--- src/rtl/ram_arb_pkg.sv ---
// Shared types and helpers for the RAM read-port arbiter.
package ram_arb_pkg;

  localparam int unsigned ADDR_W    = 32;
  localparam int unsigned TAG_IDX_W = 4;

  typedef struct packed {
    logic                 vld;
    logic [TAG_IDX_W-1:0] idx;
  } rd_tag_t;

  function automatic int unsigned idx_w(input int unsigned n);
    return (n > 1) ? $clog2(n) : 1;
  endfunction

endpackage

--- src/rtl/ram_read_arbiter_rr_pick.sv ---
// Combinational round-robin picker: first requester at or after ptr, wrapping.
module rr_pick
  import ram_arb_pkg::*;
#(
  parameter int unsigned N  = 4,
  parameter int unsigned IW = idx_w(N)
) (
  input  logic [N-1:0]  req,
  input  logic [IW-1:0] ptr,
  output logic [N-1:0]  gnt,
  output logic [IW-1:0] idx,
  output logic          any
);

  always_comb begin
    int unsigned p;
    int unsigned d;
    int unsigned best_d;
    int unsigned best;
    p      = 32'(ptr);
    d      = 0;
    best_d = N;
    best   = 0;
    // Distance from ptr modulo N; smallest distance wins.
    for (int unsigned i = 0; i < N; i++) begin
      if (req[i]) begin
        d = (i >= p) ? (i - p) : (i + N - p);
        if (d < best_d) begin
          best_d = d;
          best   = i;
        end
      end
    end
    any = (best_d < N);
    gnt = any ? (N'(1) << best) : '0;
    idx = IW'(best);
  end

endmodule

--- src/rtl/ram_read_arbiter.sv ---
// Round-robin arbiter sharing one RAM read port, with tag pipeline for response routing.
module ram_read_arbiter
  import ram_arb_pkg::*;
#(
  parameter int unsigned N_REQ  = 4,
  parameter int unsigned W      = 16,
  parameter int unsigned D      = 1024,
  parameter int unsigned RD_LAT = 1
) (
  input  logic                clk,
  input  logic                rst,
  input  logic [N_REQ-1:0]    req_vld,
  input  logic [N_REQ*32-1:0] req_addr,
  output logic [N_REQ-1:0]    req_rdy,
  output logic [N_REQ-1:0]    rsp_vld,
  output logic [W-1:0]        rsp_data,
  output logic                ram_re,
  output logic [31:0]         ram_read_addr,
  input  logic                ram_dout_vld,
  input  logic [W-1:0]        ram_dout,
  output logic                err_oob,
  output logic                err_sync
);

  localparam int unsigned IDX_W = idx_w(N_REQ);

  logic [IDX_W-1:0] rr_ptr;
  logic [IDX_W-1:0] g;
  logic [N_REQ-1:0] gnt;
  logic             any;
  logic             grant;
  rd_tag_t          tags [RD_LAT];
  rd_tag_t          last;

  rr_pick #(.N(N_REQ), .IW(IDX_W)) u_pick (
    .req (req_vld),
    .ptr (rr_ptr),
    .gnt (gnt),
    .idx (g),
    .any (any)
  );

  // Grant is suppressed while reset is held so every output reads zero.
  assign grant = any & ~rst;
  assign last  = tags[RD_LAT-1];

  always_comb begin
    req_rdy       = grant ? gnt : '0;
    ram_re        = grant;
    ram_read_addr = '0;
    for (int unsigned i = 0; i < N_REQ; i++) begin
      if (grant && gnt[i]) ram_read_addr = req_addr[32*i +: 32];
    end
  end

  always_comb begin
    rsp_vld  = '0;
    rsp_data = '0;
    if (last.vld && ram_dout_vld) begin
      rsp_vld  = N_REQ'(1) << last.idx;
      rsp_data = ram_dout;
    end
  end

  always_ff @(posedge clk or posedge rst) begin
    if (rst) begin
      rr_ptr   <= '0;
      err_oob  <= 1'b0;
      err_sync <= 1'b0;
      for (int unsigned i = 0; i < RD_LAT; i++) tags[i] <= '0;
    end else begin
      if (grant) rr_ptr <= (g == IDX_W'(N_REQ - 1)) ? '0 : g + 1'b1;
      tags[0].vld <= grant;
      tags[0].idx <= TAG_IDX_W'(g);
      for (int unsigned i = 1; i < RD_LAT; i++) tags[i] <= tags[i-1];
      if (grant && (ram_read_addr >= ADDR_W'(D))) err_oob <= 1'b1;
      if (last.vld != ram_dout_vld) err_sync <= 1'b1;
    end
  end

endmodule
--- config.mk ---
export PLATFORM = sky130hd
export DESIGN_NAME = ram_read_arbiter
export DESIGN_NICKNAME = d
export VERILOG_FILES = /design/src/rtl/ram_arb_pkg.sv /design/src/rtl/ram_read_arbiter_rr_pick.sv /design/src/rtl/ram_read_arbiter.sv
export SDC_FILE = /design/constraint.sdc
export NUM_CORES = 1
export LEC_CHECK = 0
export ABC_AREA = 1
export BUFFER_PORTS_ARGS = -buffer_cell sky130_fd_sc_hd__buf_2
export CORE_UTILIZATION = 35
export DETAILED_ROUTE_END_ITERATION = 7
export PLACE_DENSITY_LB_ADDON = 0.05
export SYNTH_ARGS = -nofsm -noshare
export SYNTH_HDL_FRONTEND = slang
export SYNTH_HIERARCHICAL = 1
export SYNTH_SLANG_ARGS = --single-unit
--- constraint.sdc ---
create_clock -name clk -period 4.7 [get_ports clk]
set_input_delay 0.705 -clock clk [delete_from_list [all_inputs] [get_ports clk]]
set_output_delay 0.705 -clock clk [all_outputs]
set_load 0.005 [all_outputs]
==> results of run 1 <==
[layer usage]
metal / vias to the layer above / wire (um) / track usage, %
met1: 1526 / 3840 / 29.8
li1: 1841 / - / -
met2: 158 / 4720 / 44.4
met5: - / 0 / 0
met4: 0 / 193 / 6.47
met3: 16 / 659 / 3.76
[power groups by stage]
stage          Clock (mW)  Combinational, mW  Sequential, mW
2_1_floorplan           0              0.949          0.0966
3_3_place_gp            0               1.41          0.0945
3_5_place_dp            0               1.42          0.0939
4_1_cts            0.0840               1.52          0.0948
5_1_grt            0.0887               1.92          0.0998
6_report           0.0825               1.72          0.0982
[what timing repair did]
item | in CTS | in global routing
pin swaps | 6 | 28
gates cloned | 3 | 1
hold buffers | 0 | 0
buffers inserted | 3 | 15
gates resized for setup | 20 | 47
endpoints found under the hold margin | 0 | 0
setup endpoints to repair | 32 | 34
[cell type report]
cell class | count | area (um^2) | share of cell area, %
flip-flops and latches | 7 | 176 | 4.57
inverters | 60 | 250 | 6.49
repair inverters | 2 | 12.5 | 0.324
well taps | 77 | 96.3 | 2.50
multi-input cells | 358 | 1880 | 48.8
repair buffers | 244 | 1390 | 36.1
clock buffers | 4 | 45.0 | 1.17
[flip-flops by register name, summed over array words and instances, names as in the netlist]
signal and cells:
rr_ptr 2, last 3, err_sync 1, err_oob 1
[synth_stat cells (all sizes together)]
library cell,instances
o21ai,17
o31ai,4
o22ai,1
clkinv,1
dfrtp,7
a31oi,4
clkbuf,3
nand2,172
nor2,77
a21oi,3
conb,2
inv,59
o21bai,1
nor3,4
ha,12
or2,3
nand4,7
buf,22
nand3,51
[through the flow]
step | util (%) | total power, mW | hold WS, ns
after floorplan | - | 1.05 | 0.465
after global placement | 53.7 | 1.50 | 0.447
after detailed placement | 53.7 | 1.52 | 0.459
after CTS | 56.3 | 1.70 | 0.449
after global routing | 60.4 | 2.11 | 0.453
final | 60.4 | 1.90 | 0.452
[worst register-to-register path, delay by kind of cell (launching register included)]
kind	cells	cell delay [ns]
AOI/OAI and AO/OA	3	0.37
DFF	1	0.39
adders and majority gates	3	0.81
and+or+nand+nor	22	1.81
buffers and inverters	4	0.67
[cell families after synthesis]
family / after synthesis / share of synthesized area [%]
simple gates: 314 / 59.7
other cells: 2 / 0.323
buf+inv: 85 / 18.4
flops: 7 / 7.54
compound gates: 30 / 7.59
fa+ha+maj: 12 / 6.46
[how the worst max path moves through the flow]
stage	endpoint	slack, ns	depth (start not counted)
after floorplan	ram_read_addr[4]	0.07	33
after detailed placement	ram_read_addr[9]	-0.08	29
final	ram_read_addr[2]	0.08	31
after global routing	ram_read_addr[7]	-0.20	30
after global placement	ram_read_addr[5]	0.08	29
after CTS	ram_read_addr[2]	0.001	31
==> out/metrics.yaml, run 1 <==
cts:
  cts.sinks: 7
  cts_buffers: 3
  clk_pin_slew_ns: 0.04
  htree_levels: 1
  clk-insertion-delay-late_ns: 0.22
  cts_buffer_depth: 2
  cts_root_buffer: "clkbuf_8"
  cts_tree: "yes"
timing:
  worst_slew_pin_slew_ns: 0.553
  fin_skew_ns: 0.00173
  final.min_clock_period_ns: 4.62
  min_period_over_period_pct: 98.2
  hold_violations: 0
  setup_ws_ns: 0.0823
  slew_viol_final: 0
  setup-tns-final_ns: 0
  max-slew-margin-rel_pct: 63.1
  fmax_mhz: 217
  grt_setup_unrepaired: "yes"
  setup_viol: 0
floorplan:
  die_x_um: 83.5
  dieArea_um2: 6970
  chipHeight_um: 83.5
  start_util_pct: 36.4
  core_um2: 6390
  std_cell_rows: 29
  ioPinCount: 210
power:
  p_leak_nw: 2.48
  sw_frac_of_total_pct: 53.0
  p_int_uw: 894
  power_frac_clock_pct: 4.3
  peakVddDrop_uv: 245
  seqPwrFrac_pct: 5.2
  power_density_nw_per_um2: 493
  power_switching_mw: 1.01
  p_comb_share_pct: 90.5
placement:
  post-place-ws_ns: -0.0767
  place_area_um2: 3430
  port_buffers: 209
  hpwl_mm: 7.03
  gp_congestion: 0.883
  dp.cells: 726
cells_and_area:
  mostFrequentLayoutCell: "buf_2"
  instances_no_fill: 752
  final_cell_mix: "buf_2, nand2_1, nor2_1"
  finalInstanceArea_um2: 3860
  nets: 839
  drive_gt1_share_pct: 45.3
  antenna_cells: 0
  nFillCells: 663
  areaGrowthSynthToFinish_pct: 66.0
yosys:
  ys_seq_area_share_pct: 7.54
  synthTopCellsByArea: "nand2_1, nor2_1, nand3_1"
  netlist_instances: 450
  ys_types: 33
  synth_area_um2: 2320
  yosysTopAreaCell: "nand2_1"
  synth_nets: 613
  postSynthAreaPerCell_um2: 5.16
  ys_seq_elements: 7
  synth_warnings: 6
  yosysTopAreaCellShare_pct: 26.0
outcome:
  run_status: "finished, final reports clean"
setup_path:
  r2r_cells: 32
  critPathLaunch: "rr_ptr[1]"
  worstReg2RegStart: "rr_ptr[1]"
  critPathArrivalTime_ns: 3.91
  cp-start-kind: "flip-flop"
  slowest_delay_ns: 0.39
  cp_slowest_cell: "dfrtp_1"
  r2r_slack_ns: 0.53
  crit_type: "reg2out"
  path_buf_inv: 6
  worstSetupEndpointType: "primary output"
  crit_family: "simple AND/OR/NAND/NOR gates"
  worst-endpoint-required_ns: 3.99
  cp_max_fo: 5
  r2r_end: "err_oob"
  cpMostUsedCell: "nand2_1"
drt:
  post_drt_wl_per_cell_um: 12.5
  drt_iter0_drc: 76
  wirelength_mm: 9.42
  drc: 0
  via_per_inst: 4.71
  num_vias: 3541
  drtAntennaViolNets: 0
  drt_pass1_iterations: 4
global_routing:
  grt_antenna_before_repair: 0
  grt_max_degree: 25
  first_global_vias: 3081
  track_usage_pct: 24.4
  grt_pass1_wl_mm: 14.1
  grt-ovfl-total: 0
min_path:
  min_path_type: "in2async"
flow_run:
  drv_cap: 0
Note: power is estimated with default switching activity, not from simulation.
==> run 2: changes to the inputs <==
--- a/config.mk
+++ b/config.mk
@@ -7,8 +7,9 @@
 export LEC_CHECK = 0
 export ABC_AREA = 1
 export BUFFER_PORTS_ARGS = -buffer_cell sky130_fd_sc_hd__buf_2
-export CORE_UTILIZATION = 35
+export CORE_AREA = 2 2 82 84
 export DETAILED_ROUTE_END_ITERATION = 7
+export DIE_AREA = 0 0 84 86
 export PLACE_DENSITY_LB_ADDON = 0.05
 export SYNTH_ARGS = -nofsm -noshare
 export SYNTH_HDL_FRONTEND = slang
==> constraint.sdc (replaced) <==
create_clock -name clk -period 5.4 [get_ports clk]
set_input_delay 0.81 -clock clk [delete_from_list [all_inputs] [get_ports clk]]
set_output_delay 0.81 -clock clk [all_outputs]
set_load 0.005 [all_outputs]
==> out/metrics.yaml, run 2 (synthesis results as in run 1) <==
setup_path:
  worstSetupEndpointType: "primary output"  # unchanged
  worst-endpoint-required_ns: 4.59  # was 3.99 ns
  cp_slowest_cell: "dfrtp_1"  # unchanged
  slowest_delay_ns: 0.44  # was 0.39 ns
  critPathArrivalTime_ns: 4.19  # was 3.91 ns
  r2r_cells: 34  # was 32
  cp-start-kind: "flip-flop"  # unchanged
  cpMostUsedCell: "nand2_1"  # unchanged
  cp_max_fo: 22  # was 5
  r2r_slack_ns: 1.05  # was 0.53 ns
  crit_type: "reg2out"  # unchanged
global_routing:
  grt_antenna_before_repair: 0  # unchanged
  first_global_vias: 3040  # was 3081
  track_usage_pct: 22.5  # was 24.4%
  grt_max_degree: 58  # was 25
  grt_pass1_wl_mm: 13.8  # was 14.1 mm
  grt-ovfl-total: 0  # unchanged
timing:
  grt_setup_unrepaired: "no"  # was yes
  slew_viol_final: 0  # unchanged
  setup-tns-final_ns: 0  # unchanged
  final.min_clock_period_ns: 5.00
  fmax_mhz: 200
  max-slew-margin-rel_pct: 63.9  # was 63.1%
  fin_skew_ns: 0.00145  # was 0.00173 ns
  worst_slew_pin_slew_ns: 0.541  # was 0.553 ns
  setup_viol: 0  # unchanged
  hold_violations: 0  # unchanged
  min_period_over_period_pct: 92.5
floorplan:
  start_util_pct: 37.0  # was 36.4%
  chipHeight_um: 86  # was 83.5 um
  die_x_um: 84  # was 83.5 um
  core_um2: 6280  # was 6390 um^2
  dieArea_um2: 7220  # was 6970 um^2
  std_cell_rows: 29  # unchanged
  ioPinCount: 210  # unchanged
placement:
  dp.cells: 717  # was 726
  place_area_um2: 3330  # was 3430 um^2
  hpwl_mm: 7.10  # was 7.03 mm
  port_buffers: 209  # unchanged
  gp_congestion: 0.880  # was 0.883
power:
  power_switching_uw: 788  # was 1.01 mW
  p_int_uw: 609  # was 894 uW
  p_leak_nw: 2.27  # was 2.48 nW
  power_frac_clock_pct: 5.1  # was 4.3%
  sw_frac_of_total_pct: 56.4  # was 53.0%
  p_comb_share_pct: 88.4  # was 90.5%
  peakVddDrop_uv: 220  # was 245 uV
  seqPwrFrac_pct: 6.5  # was 5.2%
  power_density_nw_per_um2: 404  # was 493 nW/um^2
cells_and_area:
  final_cell_mix: "buf_2, nand2_1, nor2_1"  # unchanged
  antenna_cells: 0  # unchanged
  areaGrowthSynthToFinish_pct: 48.7  # was 66.0%
  largest_register_ffs: 3  # unchanged
  mostFrequentLayoutCell: "buf_2"  # unchanged
  nFillCells: 686  # was 663
  drive_gt1_share_pct: 40.1  # was 45.3%
  finalInstanceArea_um2: 3460  # was 3860 um^2
  instances_no_fill: 723  # was 752
  nets: 810  # was 839
drt:
  drt_pass1_iterations: 4  # unchanged
  num_vias: 3378  # was 3541
  drt_iter0_drc: 130  # was 76
  wirelength_mm: 8.83  # was 9.42 mm
  post_drt_wl_per_cell_um: 12.2  # was 12.5 um
  drc: 0  # unchanged
  via_per_inst: 4.67  # was 4.71
  drtAntennaViolNets: 0  # unchanged
min_path:
  min_path_type: "reg2reg"  # was in2async
  hold_depth: 1
cts:
  cts.sinks: 7  # unchanged
  clk_pin_slew_ns: 0.04  # about the same
  clk-insertion-delay-late_ns: 0.22  # about the same
  cts_buffer_depth: 2  # unchanged
  cts_buffers: 3  # unchanged
  cts_root_buffer: "clkbuf_8"  # unchanged
  htree_levels: 1  # unchanged
  cts_tree: "yes"  # unchanged
flow_run:
  drv_cap: 0  # unchanged
outcome:
  run_status: "finished, final reports clean"  # unchanged
run 2: cell types whose count changed in the layout (fill, tap and decap cells not counted), moves of 4 or more:
cell     previous run  this run
nand2_1           154       161
nand2_2            13         9
o21ai_0             3        13
buf_4              26         4
o21ai_1            12         3
run 2: worst max-delay path: cells and delay by family (launching register included):
family | cells | cell delay [ns]
compound gates | 4 | 0.46
fa+ha+maj | 4 | 0.96
flops | 1 | 0.44
simple gates | 17 | 1.43
buf+inv | 7 | 0.67
run 2: what timing repair did:
action,CTS,global route
endpoints found under the setup margin,0,32
setup buffers,0,1
gates resized for setup,0,24
hold buffers,0,0
run 2: path summary, 6_finish.rpt:
kind	from	to
max in group asynchronous	rst	rr_ptr[1]
worst max register to register	rr_ptr[0]	err_oob
worst max-delay path	rr_ptr[0]	ram_read_addr[1]
worst min register to register	err_sync	err_sync
min in group asynchronous	rst	rr_ptr[0]
worst min-delay path	err_sync	err_sync
run 2: area by class of cell:
cell class / count / area, um^2 / share of cell area (%)
inverters: 60 / 245 / 7.10
repair buffers: 216 / 1130 / 32.6
well taps: 77 / 96.3 / 2.79
flip-flops and latches: 7 / 176 / 5.10
clock buffers: 4 / 45.0 / 1.30
multi-input cells: 359 / 1770 / 51.1
run 2: through the flow:
stage	power (mW)	worst slack (ns)	utilization, %	hold slack, ns
after global routing	1.57	0.00961	55.1	0.486
after global placement	1.26	0.400	53.1	0.451
after detailed placement	1.27	0.259	53.1	0.461
final	1.40	0.404	55.1	0.465
after floorplan	0.910	0.643	-	0.465
after CTS	1.35	0.0873	53.8	0.471
run 2: routing by layer:
layer,track usage [%],wire (um)
met5,0,0
met3,3.08,703
met1,29.0,3710
met4,4.55,148
met2,40.1,4270
run 2: power by group through the flow:
stage	Sequential [mW]	Combinational, mW	Clock, mW
after global placement	0.0888	1.17	0
after CTS	0.0885	1.19	0.0723
after global routing	0.0927	1.40	0.0769
final	0.0904	1.23	0.0713
after detailed placement	0.0885	1.18	0
after floorplan	0.0841	0.826	0
